<file path="src/rtl/v_pkg.sv">
// Shared vector definitions: element-width / group-multiplier codes, sequencer
// states, default geometry and the funct6 opcodes also used by the decoder.
package v_pkg;

  localparam int V_VLEN_DEF = 128;
  localparam int V_DW_DEF   = 64;

  typedef enum logic [2:0] {
    SEW_8  = 3'd0,
    SEW_16 = 3'd1,
    SEW_32 = 3'd2,
    SEW_64 = 3'd3
  } sew_e;

  typedef enum logic [2:0] {
    LMUL_1 = 3'd0,
    LMUL_2 = 3'd1,
    LMUL_4 = 3'd2,
    LMUL_8 = 3'd3
  } lmul_e;

  typedef enum logic {
    IDLE  = 1'b0,
    ISSUE = 1'b1
  } seq_state_e;

  localparam logic [5:0] F6_VADD = 6'b000000;
  localparam logic [5:0] F6_VSUB = 6'b000010;
  localparam logic [5:0] F6_VAND = 6'b001001;
  localparam logic [5:0] F6_VOR  = 6'b001010;
  localparam logic [5:0] F6_VXOR = 6'b001011;

  function automatic logic sew_legal(input logic [2:0] code);
    return code <= 3'(SEW_64);
  endfunction

  function automatic logic [3:0] sew_bytes(input logic [2:0] code);
    return 4'd1 << code[1:0];
  endfunction

  // Fractional and reserved group multipliers are not supported.
  function automatic logic lmul_legal(input logic [2:0] code);
    return code <= 3'(LMUL_8);
  endfunction

  function automatic logic [3:0] lmul_factor(input logic [2:0] code);
    return 4'd1 << code[1:0];
  endfunction

endpackage

</file>
<file path="src/rtl/v_mask_gen.sv">
// Remaining-byte count to per-beat byte-enable mask: lane i is enabled when
// more than i bytes remain, so a count >= DWB yields all ones.
module v_mask_gen #(
  parameter int DW = 64,
  parameter int RW = 8
) (
  input  logic [RW-1:0]   rem,
  output logic [DW/8-1:0] mask
);

  for (genvar gi = 0; gi < DW / 8; gi++) begin : g_lane
    assign mask[gi] = (rem > RW'(gi));
  end

endmodule

</file>
<file path="src/rtl/v_elem_seq.sv">
// Vector element sequencer: latches one instruction plus its vl/vsew/vlmul and
// strip-mines the register group into DW-bit micro-ops for the lane datapath.
module v_elem_seq
  import v_pkg::*;
#(
  parameter int VLEN = V_VLEN_DEF,
  parameter int DW   = V_DW_DEF,
  localparam int BPR = VLEN / DW,
  localparam int DWB = DW / 8,
  localparam int HW  = (BPR > 1) ? $clog2(BPR) : 1
) (
  input  logic          clk,
  input  logic          rst,
  input  logic [4:0]    vl,
  input  logic [2:0]    vlmul,
  input  logic [2:0]    vsew,
  input  logic          in_valid,
  output logic          in_ready,
  input  logic [4:0]    in_vd,
  input  logic [4:0]    in_vs1,
  input  logic [4:0]    in_vs2,
  input  logic [5:0]    in_funct6,
  output logic          uop_valid,
  input  logic          uop_ready,
  output logic [4:0]    uop_vd,
  output logic [4:0]    uop_vs1,
  output logic [4:0]    uop_vs2,
  output logic [5:0]    uop_funct6,
  output logic [HW-1:0] uop_half,
  output logic [DWB-1:0] uop_mask,
  output logic          uop_last,
  output logic          done,
  output logic          illegal
);

  localparam int DWB_LG  = $clog2(DWB);
  localparam int BPR_LG  = $clog2(BPR);
  localparam int VLEN_LG = $clog2(VLEN / 8);

  seq_state_e state_q, state_d;
  logic [4:0] vd_q, vd_d;
  logic [4:0] vs1_q, vs1_d;
  logic [4:0] vs2_q, vs2_d;
  logic [5:0] funct6_q, funct6_d;
  logic [7:0] bytes_q, bytes_d;
  logic [4:0] last_beat_q, last_beat_d;
  logic [4:0] beat_q, beat_d;
  logic       done_q, done_d;
  logic       illegal_q, illegal_d;

  // Configuration decode, evaluated on the live CSR/specifier inputs.
  logic [3:0] lmul_mask;
  logic       misaligned;
  logic       dec_illegal;
  logic [4:0] vlmax_lg;
  logic [4:0] vlmax_small;
  logic [4:0] dec_elems;
  logic [7:0] dec_bytes;
  logic [8:0] dec_beats;
  logic [4:0] dec_last_beat;

  always_comb begin
    lmul_mask   = lmul_factor(vlmul) - 4'd1;
    misaligned  = |((in_vd[3:0] | in_vs1[3:0] | in_vs2[3:0]) & lmul_mask);
    dec_illegal = !sew_legal(vsew) || !lmul_legal(vlmul) || misaligned;

    // log2(VLMAX) = log2(LMUL) + log2(VLEN/8) - log2(SEWB)
    vlmax_lg    = 5'(vlmul[1:0]) + 5'(VLEN_LG) - 5'(vsew[1:0]);
    vlmax_small = 5'd1 << vlmax_lg;
    if (vlmax_lg >= 5'd5) begin
      dec_elems = vl;
    end else begin
      dec_elems = (vl > vlmax_small) ? vlmax_small : vl;
    end

    dec_bytes     = 8'(dec_elems) << vsew[1:0];
    dec_beats     = (9'(dec_bytes) + 9'(DWB - 1)) >> DWB_LG;
    dec_last_beat = 5'(dec_beats - 9'd1);
  end

  always_comb begin
    state_d     = state_q;
    vd_d        = vd_q;
    vs1_d       = vs1_q;
    vs2_d       = vs2_q;
    funct6_d    = funct6_q;
    bytes_d     = bytes_q;
    last_beat_d = last_beat_q;
    beat_d      = beat_q;
    done_d      = 1'b0;
    illegal_d   = 1'b0;

    case (state_q)
      IDLE: begin
        if (in_valid) begin
          if (dec_illegal) begin
            illegal_d = 1'b1;
          end else if (dec_elems == 5'd0) begin
            done_d = 1'b1;
          end else begin
            state_d     = ISSUE;
            vd_d        = in_vd;
            vs1_d       = in_vs1;
            vs2_d       = in_vs2;
            funct6_d    = in_funct6;
            bytes_d     = dec_bytes;
            last_beat_d = dec_last_beat;
            beat_d      = 5'd0;
          end
        end
      end
      ISSUE: begin
        if (uop_ready) begin
          if (beat_q == last_beat_q) begin
            state_d = IDLE;
            done_d  = 1'b1;
          end else begin
            beat_d = beat_q + 5'd1;
          end
        end
      end
      default: state_d = IDLE;
    endcase
  end

  always_ff @(posedge clk) begin
    if (rst) begin
      state_q     <= IDLE;
      vd_q        <= '0;
      vs1_q       <= '0;
      vs2_q       <= '0;
      funct6_q    <= '0;
      bytes_q     <= '0;
      last_beat_q <= '0;
      beat_q      <= '0;
      done_q      <= 1'b0;
      illegal_q   <= 1'b0;
    end else begin
      state_q     <= state_d;
      vd_q        <= vd_d;
      vs1_q       <= vs1_d;
      vs2_q       <= vs2_d;
      funct6_q    <= funct6_d;
      bytes_q     <= bytes_d;
      last_beat_q <= last_beat_d;
      beat_q      <= beat_d;
      done_q      <= done_d;
      illegal_q   <= illegal_d;
    end
  end

  // Micro-op fields derive from the held beat index, so they stay stable
  // under back-pressure; they read as zero whenever no beat is offered.
  logic       issuing;
  logic [4:0] reg_off;
  logic [7:0] rem_bytes;

  assign issuing   = (state_q == ISSUE);
  assign reg_off   = beat_q >> BPR_LG;
  assign rem_bytes = issuing ? (bytes_q - (8'(beat_q) << DWB_LG)) : 8'd0;

  v_mask_gen #(
    .DW (DW),
    .RW (8)
  ) u_mask_gen (
    .rem  (rem_bytes),
    .mask (uop_mask)
  );

  assign in_ready   = (state_q == IDLE) && !rst;
  assign uop_valid  = issuing;
  assign uop_vd     = issuing ? vd_q + reg_off : 5'd0;
  assign uop_vs1    = issuing ? vs1_q + reg_off : 5'd0;
  assign uop_vs2    = issuing ? vs2_q + reg_off : 5'd0;
  assign uop_funct6 = issuing ? funct6_q : 6'd0;
  assign uop_half   = issuing ? HW'(beat_q & 5'(BPR - 1)) : '0;
  assign uop_last   = issuing && (beat_q == last_beat_q);
  assign done       = done_q;
  assign illegal    = illegal_q;

endmodule

</file>
<file path="config.mk">
export PLATFORM = sky130hd
export DESIGN_NAME = v_elem_seq
export DESIGN_NICKNAME = d
export VERILOG_FILES = /design/src/rtl/v_pkg.sv /design/src/rtl/v_mask_gen.sv /design/src/rtl/v_elem_seq.sv
export SDC_FILE = /design/constraint.sdc
export NUM_CORES = 1
export LEC_CHECK = 0
export ABC_CLOCK_PERIOD_IN_PS = 6740
export CORE_ASPECT_RATIO = 2
export CORE_MARGIN = 10
export CORE_UTILIZATION = 43
export CTS_CLUSTER_DIAMETER = 150
export CTS_CLUSTER_SIZE = 16
export DETAILED_ROUTE_END_ITERATION = 12
export PLACE_DENSITY_LB_ADDON = 0.15
export SYNTH_ARGS = -nofsm -noshare
export SYNTH_HDL_FRONTEND = slang
export SYNTH_SLANG_ARGS = --single-unit
export TNS_END_PERCENT = 30
</file>
<file path="constraint.sdc">
create_clock -name clk -period 6.74 [get_ports clk]
set_input_delay 1.348 -clock clk [delete_from_list [all_inputs] [get_ports clk]]
set_output_delay 1.348 -clock clk [all_outputs]
set_load 0.02 [all_outputs]
</file>
# Yosys cells after proc, flatten, opt, wreduce, memory -nomap -nowiden
# Cells that the tools add are included.
dict set report classes {
  eq_ne 6
  addsub 10
  n_mux 27
  shifts 3
  n_bitwise 7
  n_reduce_logical 12
  order_cmp 12
}
# operator count
set ops {}
lappend ops {{5-bit 2-to-1 mux} 10}
lappend ops {{8-bit by 3-bit > comparator with 1-bit output, second input constant} 4}
lappend ops {{8-bit by 1-bit > comparator with 1-bit output, second input constant} 2}
lappend ops {{8-bit by 2-bit > comparator with 1-bit output, second input constant} 2}
lappend ops {{5-bit by 4-bit adder with 5-bit output} 3}
lappend ops {{1-bit 2-to-1 mux} 12}
lappend ops {{2-bit inequality test, second input constant} 5}
lappend ops {{5-bit one-hot mux with 2 select lines} 1}
lappend ops {{8-bit by 3-bit adder with 8-bit output, second input constant} 1}
lappend ops {{8-bit 2-to-1 mux} 1}
lappend ops {{4-bit OR} 2}
lappend ops {{5-bit by 2-bit left shift with 8-bit output} 1}
lappend ops {{8-bit subtractor} 1}
lappend ops {{3-bit by 2-bit less-or-equal comparator with 1-bit output, second input constant} 2}
lappend ops {{6-bit 2-to-1 mux} 1}
lappend ops {{5-bit by 1-bit adder with 5-bit output, second input constant} 1}
lappend ops {{5-bit == test} 1}
lappend ops {{5-bit by 3-bit greater-or-equal comparator with 1-bit output, second input constant} 1}
lappend ops {{5-bit > comparator} 1}
lappend ops {{5-bit zero test} 1}
lappend ops {{5-bit AND reduction} 1}
lappend ops {{1-bit by 5-bit left shift with 5-bit output, first input constant} 1}
lappend ops {{4-bit by 2-bit subtractor with 5-bit output} 1}
lappend ops {{5-bit by 1-bit subtractor with 5-bit output, second input constant} 1}
lappend ops {{12 further kinds} 20}
dict set report totals {
  in_bits 36
  output_inout_bits 35
  register_bits 42
  elab_cells 87
}

# Longest topological paths before layout
# Gate-level depths: netlist (run 1).
dict set report depth {
  ltp_word 11
  ltp_mapped 18
  depth_no_buf 17
}

# Hierarchy
# Synthesis (run 1) repeated with hierarchy kept, for this count alone.
dict set report hier_totals {
  cells_unflattened 416
  hier_area_um2 3299.4
}
# mod area_each_um2 seq_area_each_um2 cells_each instances
set modules_own_cells {}
lappend modules_own_cells {v_elem_seq 3190.6 840.8 402 1}
lappend modules_own_cells {v_mask_gen 108.9 0.0 14 1}

# Worst setup path before layout (run 1)
# OpenSTA, ideal clock, no wires.
dict set report synth_timing {
  kind {in2reg}
  start {input port vlmul[0]}
  end {register last_beat_q[4]}
  path_stages 17
  arrival_ns 5.093
  required_ns 6.666
  setup_time_ns 0.074
  n_path_buf 0
  path_slack_ns 1.573
  cell_sequence {inv_1 > ha_1 > fa_1 > nand2_1 > or2_2 > ha_1 > nand4_1 > o221ai_2 > nand3_1 > o21ai_1 > a41oi_1 > nand2_1 > xnor2_1 > ha_1 > nand2_1 > or3_1 > a31oi_1}
}
dict set report synth_between {
  elab_chain_len 9
  word_cells_on_any_way 22
  cone_classes {add/sub (5); order compare (3); shift (3); mux (2); bitwise (3); reduce/logical (6)}
}
# element line
set synth_lines {}
lappend synth_lines {{from (decl)} v_elem_seq.sv:15} ;# input logic [2:0] vlmul,
lappend synth_lines {{2-bit by 3-bit adder with 4-bit output} v_elem_seq.sv:68} ;# vlmax_lg = 5'(vlmul[1:0]) + 5'(VLEN_LG) - 5'(vsew[1:0]);
lappend synth_lines {{4-bit by 2-bit subtractor with 5-bit output} v_elem_seq.sv:68}
lappend synth_lines {{1-bit by 5-bit left shift with 5-bit output} v_elem_seq.sv:69} ;# vlmax_small = 5'd1 << vlmax_lg;
lappend synth_lines {{5-bit > comparator} v_elem_seq.sv:73} ;# dec_elems = (vl > vlmax_small) ? vlmax_small : vl;
lappend synth_lines {{5-bit 2-to-1 mux} v_elem_seq.sv:73}
lappend synth_lines {{5-bit 2-to-1 mux} v_elem_seq.sv:70} ;# if (vlmax_lg >= 5'd5) begin
lappend synth_lines {{5-bit by 2-bit left shift with 8-bit output or 5-bit zero test (tied branches)} {v_elem_seq.sv:76, v_elem_seq.sv:98}}
lappend synth_lines {{8-bit by 3-bit adder with 8-bit output or 1-bit inverter (tied branches)} --}
lappend synth_lines {{5-bit by 1-bit subtractor with 5-bit output or 4-bit AND reduction (tied branches)} --}
lappend synth_lines {{to (signal assigned)} v_elem_seq.sv:145} ;# last_beat_q <= last_beat_d;
lappend synth_lines {{to (decl)} v_elem_seq.sv:46} ;# logic [4:0] last_beat_q, last_beat_d;
# Parallel ways exist; a longest one is shown, timed or not.
# A chain may end at the register's enable or synchronous reset.

# Worst setup path after layout (run 1)
# Same ends and word-level chain as after synthesis.

==> summary.md, run 1 <==
| Metric | Value |
|---|---|
| Vias per inst | 5.57 |
| Number of global-route vias before repair | 3058 |
| CP Capture Type | flop |
| Top FF cell, synth | dfxtp_1 |
| FILL cells | 647 |
| TritonRoute pass-1 iters | 4 |
| Final setup margin | 626 ps |
| Fin nets | 524 |
| Crit path max-delay family | compound AO/OA/AOI/OAI gates |
| Total track usage | 16.8% |
| Rel. slew slack | 40.8% |
| DP Worst Slack | 383 ps |
| Drt total wl | 9.31 mm |
| P_sw | 188 µW |
| Cell count after synthesis | 394 |
| Core Box Area | 6940 µm² |
| Yosys top cell area share | 27.5% |
| Area Growth Syn to Fin | 30.8% |
| Cell chain of the critical path | clkdlybuf4s50_1 -> inv_1 -> ha_1 -> fa_1 -> nand2_1 -> or2_2 -> ha_1 -> o21ai_0 -> o221ai_2 -> nand3_1 -> o21ai_1 -> a41oi_1 -> nand2_1 -> xnor2_1 -> ha_1 -> nand2_1 -> or3_1 -> a31oi_1 |
| Post-CTS Repair Setup Buffers | 0 |
| CP required | 6950 ps |
| Clock Latency Late Sink | 290 ps |
| Clock power frac | 36.9% |
| Diodes inserted | 0 |
| H-tree depth reported by CTS | 2 |
| Remaining DRCs | 0 |
| CTS Buffer Depth | 2 |
| Main area contributors after synthesis | dfxtp_1 27%, ha_1 9.8%, nand2_1 9.0% |
| Max cap viols | 0 |
| Pins over their slew limit | 0 |
| HP Class | reg2reg |
| Clock transition at the registers of the reported paths | 60 ps |
| Cell area after synthesis | 3060 µm² |
| Horiz. Die Dim | 79.6 µm |
| Avg Inst Size Synth | 7.76 µm² |
| Std cell rows | 43 |
| Crit path largest cell delay | 670 ps |
| P_int | 467 µW |
| Final setup fails | 0 |
| Ports | 71 |
| Flop pwr share | 39.0% |
| Fin. Hold Viols | 0 |
| Asr flop ratio synth | 0% |
| Clock root buffer | clkbuf_16 |
| GRT Residual Overflow | 0 |
| Initial core utilization | 44.1% |
| F_max | 0.164 GHz |
| Comb power frac | 24.1% |
| Antenna Nets Post-Route | 0 |
| Crit path launch type | primary input |
| Vias post-DR | 3061 |
| Final Cell Area | 4000 µm² |
| Buffers & Inverters on Critical Path | 2 |
| Fin crit share | 90.7% |
| Pleak | 0.00157 µW |
| DP Wirelength | 7.38 mm |
| Kind of critical path | in2reg |
| Gpl congestion | 0.911 |
| RSZ-0062 raised after global routing | no |
| Non-Filler Instances | 550 |
| CTS Buf Count | 5 |
| Post-synthesis sequential area ratio | 27.5% |
| Iter 0 DRT Violations | 174 |
| TritonCTS clock tree | built |
| Largest net degree at the start of global routing | 41 |
| Hold buffer count at cts | 0 |
| Post-synth EDFFs | 0 |
| Clk_skew | 4.72 ps |
| DP Cell Count | 542 |
| Post-synthesis cell type count | 57 |
| Seq cells post-synth | 42 |
| PwrDens | 164 nW/µm² |
| Status | finished, final reports clean |
| Synthesized net count | 459 |
| Fin crit period | 6110 ps |
| Actual transition at the worst max-transition pin | 876 ps |
| Clock sink count | 42 |
| Finished Core Util | 57.6% |
| DIE HEIGHT | 139 µm |
| VDD IR-drop max | 0.106 mV |
| Yosys top cell by area | dfxtp_1 |
| Slowest stage cell, crit path | fa_1 |
| Die area | 11100 µm² |
| Drt wl/cell | 16.9 µm |
| Gates resized, CTS repair | 0 |
| Layout cells sized above 1 | 5.65% |
| Ys Warns | 0 |
| Post-DP Area | 3850 µm² |
| Final setup TNS | 0 ps |
| Initial antenna violation count | 0 |
| Worst-path fanout max | 8 |
| PortBufs | 70 |
| Worst EP arrival | 6330 ps |
| Switch share | 28.7% |
| Global-route wire length before repair | 14.9 mm |
## power by group through the flow
| stage | logic, µW | clock network, µW | registers, µW |
|---|---|---|---|
| after CTS | 157 | 246 | 256 |
| after global placement | 154 | 0 | 261 |
| after global routing | 171 | 256 | 256 |
| final | 158 | 242 | 256 |
| after detailed placement | 156 | 0 | 261 |
| after floorplan | 101 | 0 | 261 |
## cells in the mapped netlist (3+ instances only)
library cell / count
nand2_1: 73
o21ai_0: 11
fa_1: 5
o211ai_1: 5
nor2_1: 30
clkbuf_1: 12
and2_1: 15
inv_1: 15
ha_1: 24
xnor2_1: 14
nand4_1: 3
nor3_1: 9
a21o_1: 11
a31oi_1: 3
a211oi_1: 4
nand2b_1: 3
dfxtp_1: 42
o31ai_1: 3
xor2_1: 10
nand3_1: 6
buf_2: 4
a21oi_1: 48
nand3b_1: 4
## routing by layer
metal	vias to the layer above	wire [µm]	GRT usage, %
met5	-	0	0
met4	0	439	10.3
met3	27	436	3.03
met2	79	5240	32.1
met1	1446	3200	15.1
li1	1509	-	-
## worst paths after layout
path                     from             end  slack [ps]  cells past startpoint
setup reg to reg    uop_valid       beat_q[4]        4070                      6
hold / removal    funct6_q[5]     funct6_q[5]         450                      2
setup / recovery     vlmul[0]  last_beat_q[4]         630                     18
hold reg to reg   funct6_q[5]     funct6_q[5]         450                      2
## final cells by class
| class | count | area, µm² | area share (%) |
|---|---|---|---|
| Timing Repair Buffer | 75 | 738 | 18.5 |
| Clock inverter | 1 | 5.00 | 0.125 |
| Inverter | 15 | 56.3 | 1.41 |
| Tap cell | 90 | 113 | 2.82 |
| Multi-Input combinational cell | 320 | 2100 | 52.6 |
| Sequential cell | 42 | 841 | 21.0 |
| Clock buffer | 7 | 143 | 3.57 |
## cell usage in the layout, fill, tap and decap left out, types with 2 or more instances in the layout
master,Yosys,final
nand3_1,6,6
a221oi_1,2,2
o21ai_0,11,11
nand3b_1,4,4
nand2b_1,3,3
nor2_1,30,30
xor2_1,10,10
dfxtp_1,42,42
a21o_1,11,11
or3_1,2,2
a21oi_1,48,48
nor3b_1,2,2
fa_1,5,5
nor3_1,9,9
inv_1,15,15
a31oi_1,3,3
clkdlybuf4s50_1,0,70
nand4_1,3,3
ha_1,24,24
o21ai_1,2,2
clkbuf_16,0,5
o31ai_1,3,3
a211oi_1,4,4
o211ai_1,5,5
and3_1,2,2
xnor2_1,14,14
nand2_1,73,73
buf_4,0,5
o21ai_2,2,2
and2_1,15,15
## registers in the layout (all words and copies together), names as in the netlist
| register | flops |
|---|---|
| vd_q | 5 |
| illegal | 1 |
| bytes_q | 8 |
| funct6_q | 6 |
| done | 1 |
| uop_valid | 1 |
| vs1_q | 5 |
| beat_q | 5 |
| vs2_q | 5 |
| last_beat_q | 5 |
## metrics by stage
stage / power [µW] / hold WS, ps
final: 655 / 449
after global routing: 684 / 468
after floorplan: 362 / 432
after CTS: 659 / 452
after global placement: 415 / 439
after detailed placement: 417 / 445
## logic make-up (layout without fill, tap and decap cells)
logic type               Yosys count  count (layout)  share of synthesized area [%]
XOR/XNOR                          24              24                           6.87
AND/OR/NAND/NOR                  157             157                           23.6
AO/OA/AOI/OAI                    109             109                           24.1
buffers and inverters             32              98                           4.09
adder cells (fa/ha/maj)           29              29                           13.1
flip-flops                        42              42                           27.5
multiplexers                       1               1                          0.736
## tightest hold or removal path, stage by stage (launching register included)
cell and delay [ps]:
dfxtp_1 300, nand2_1 50, a21oi_1 50
No activity file was read; power rests on OpenSTA's default activity.
==> inputs of run 2 (changes only) <==
Settings changed: CTS_CLUSTER_DIAMETER 150 to unset.
==> results of run 2 <==
Final layout, timing and power as in run 1 (identical DEF).
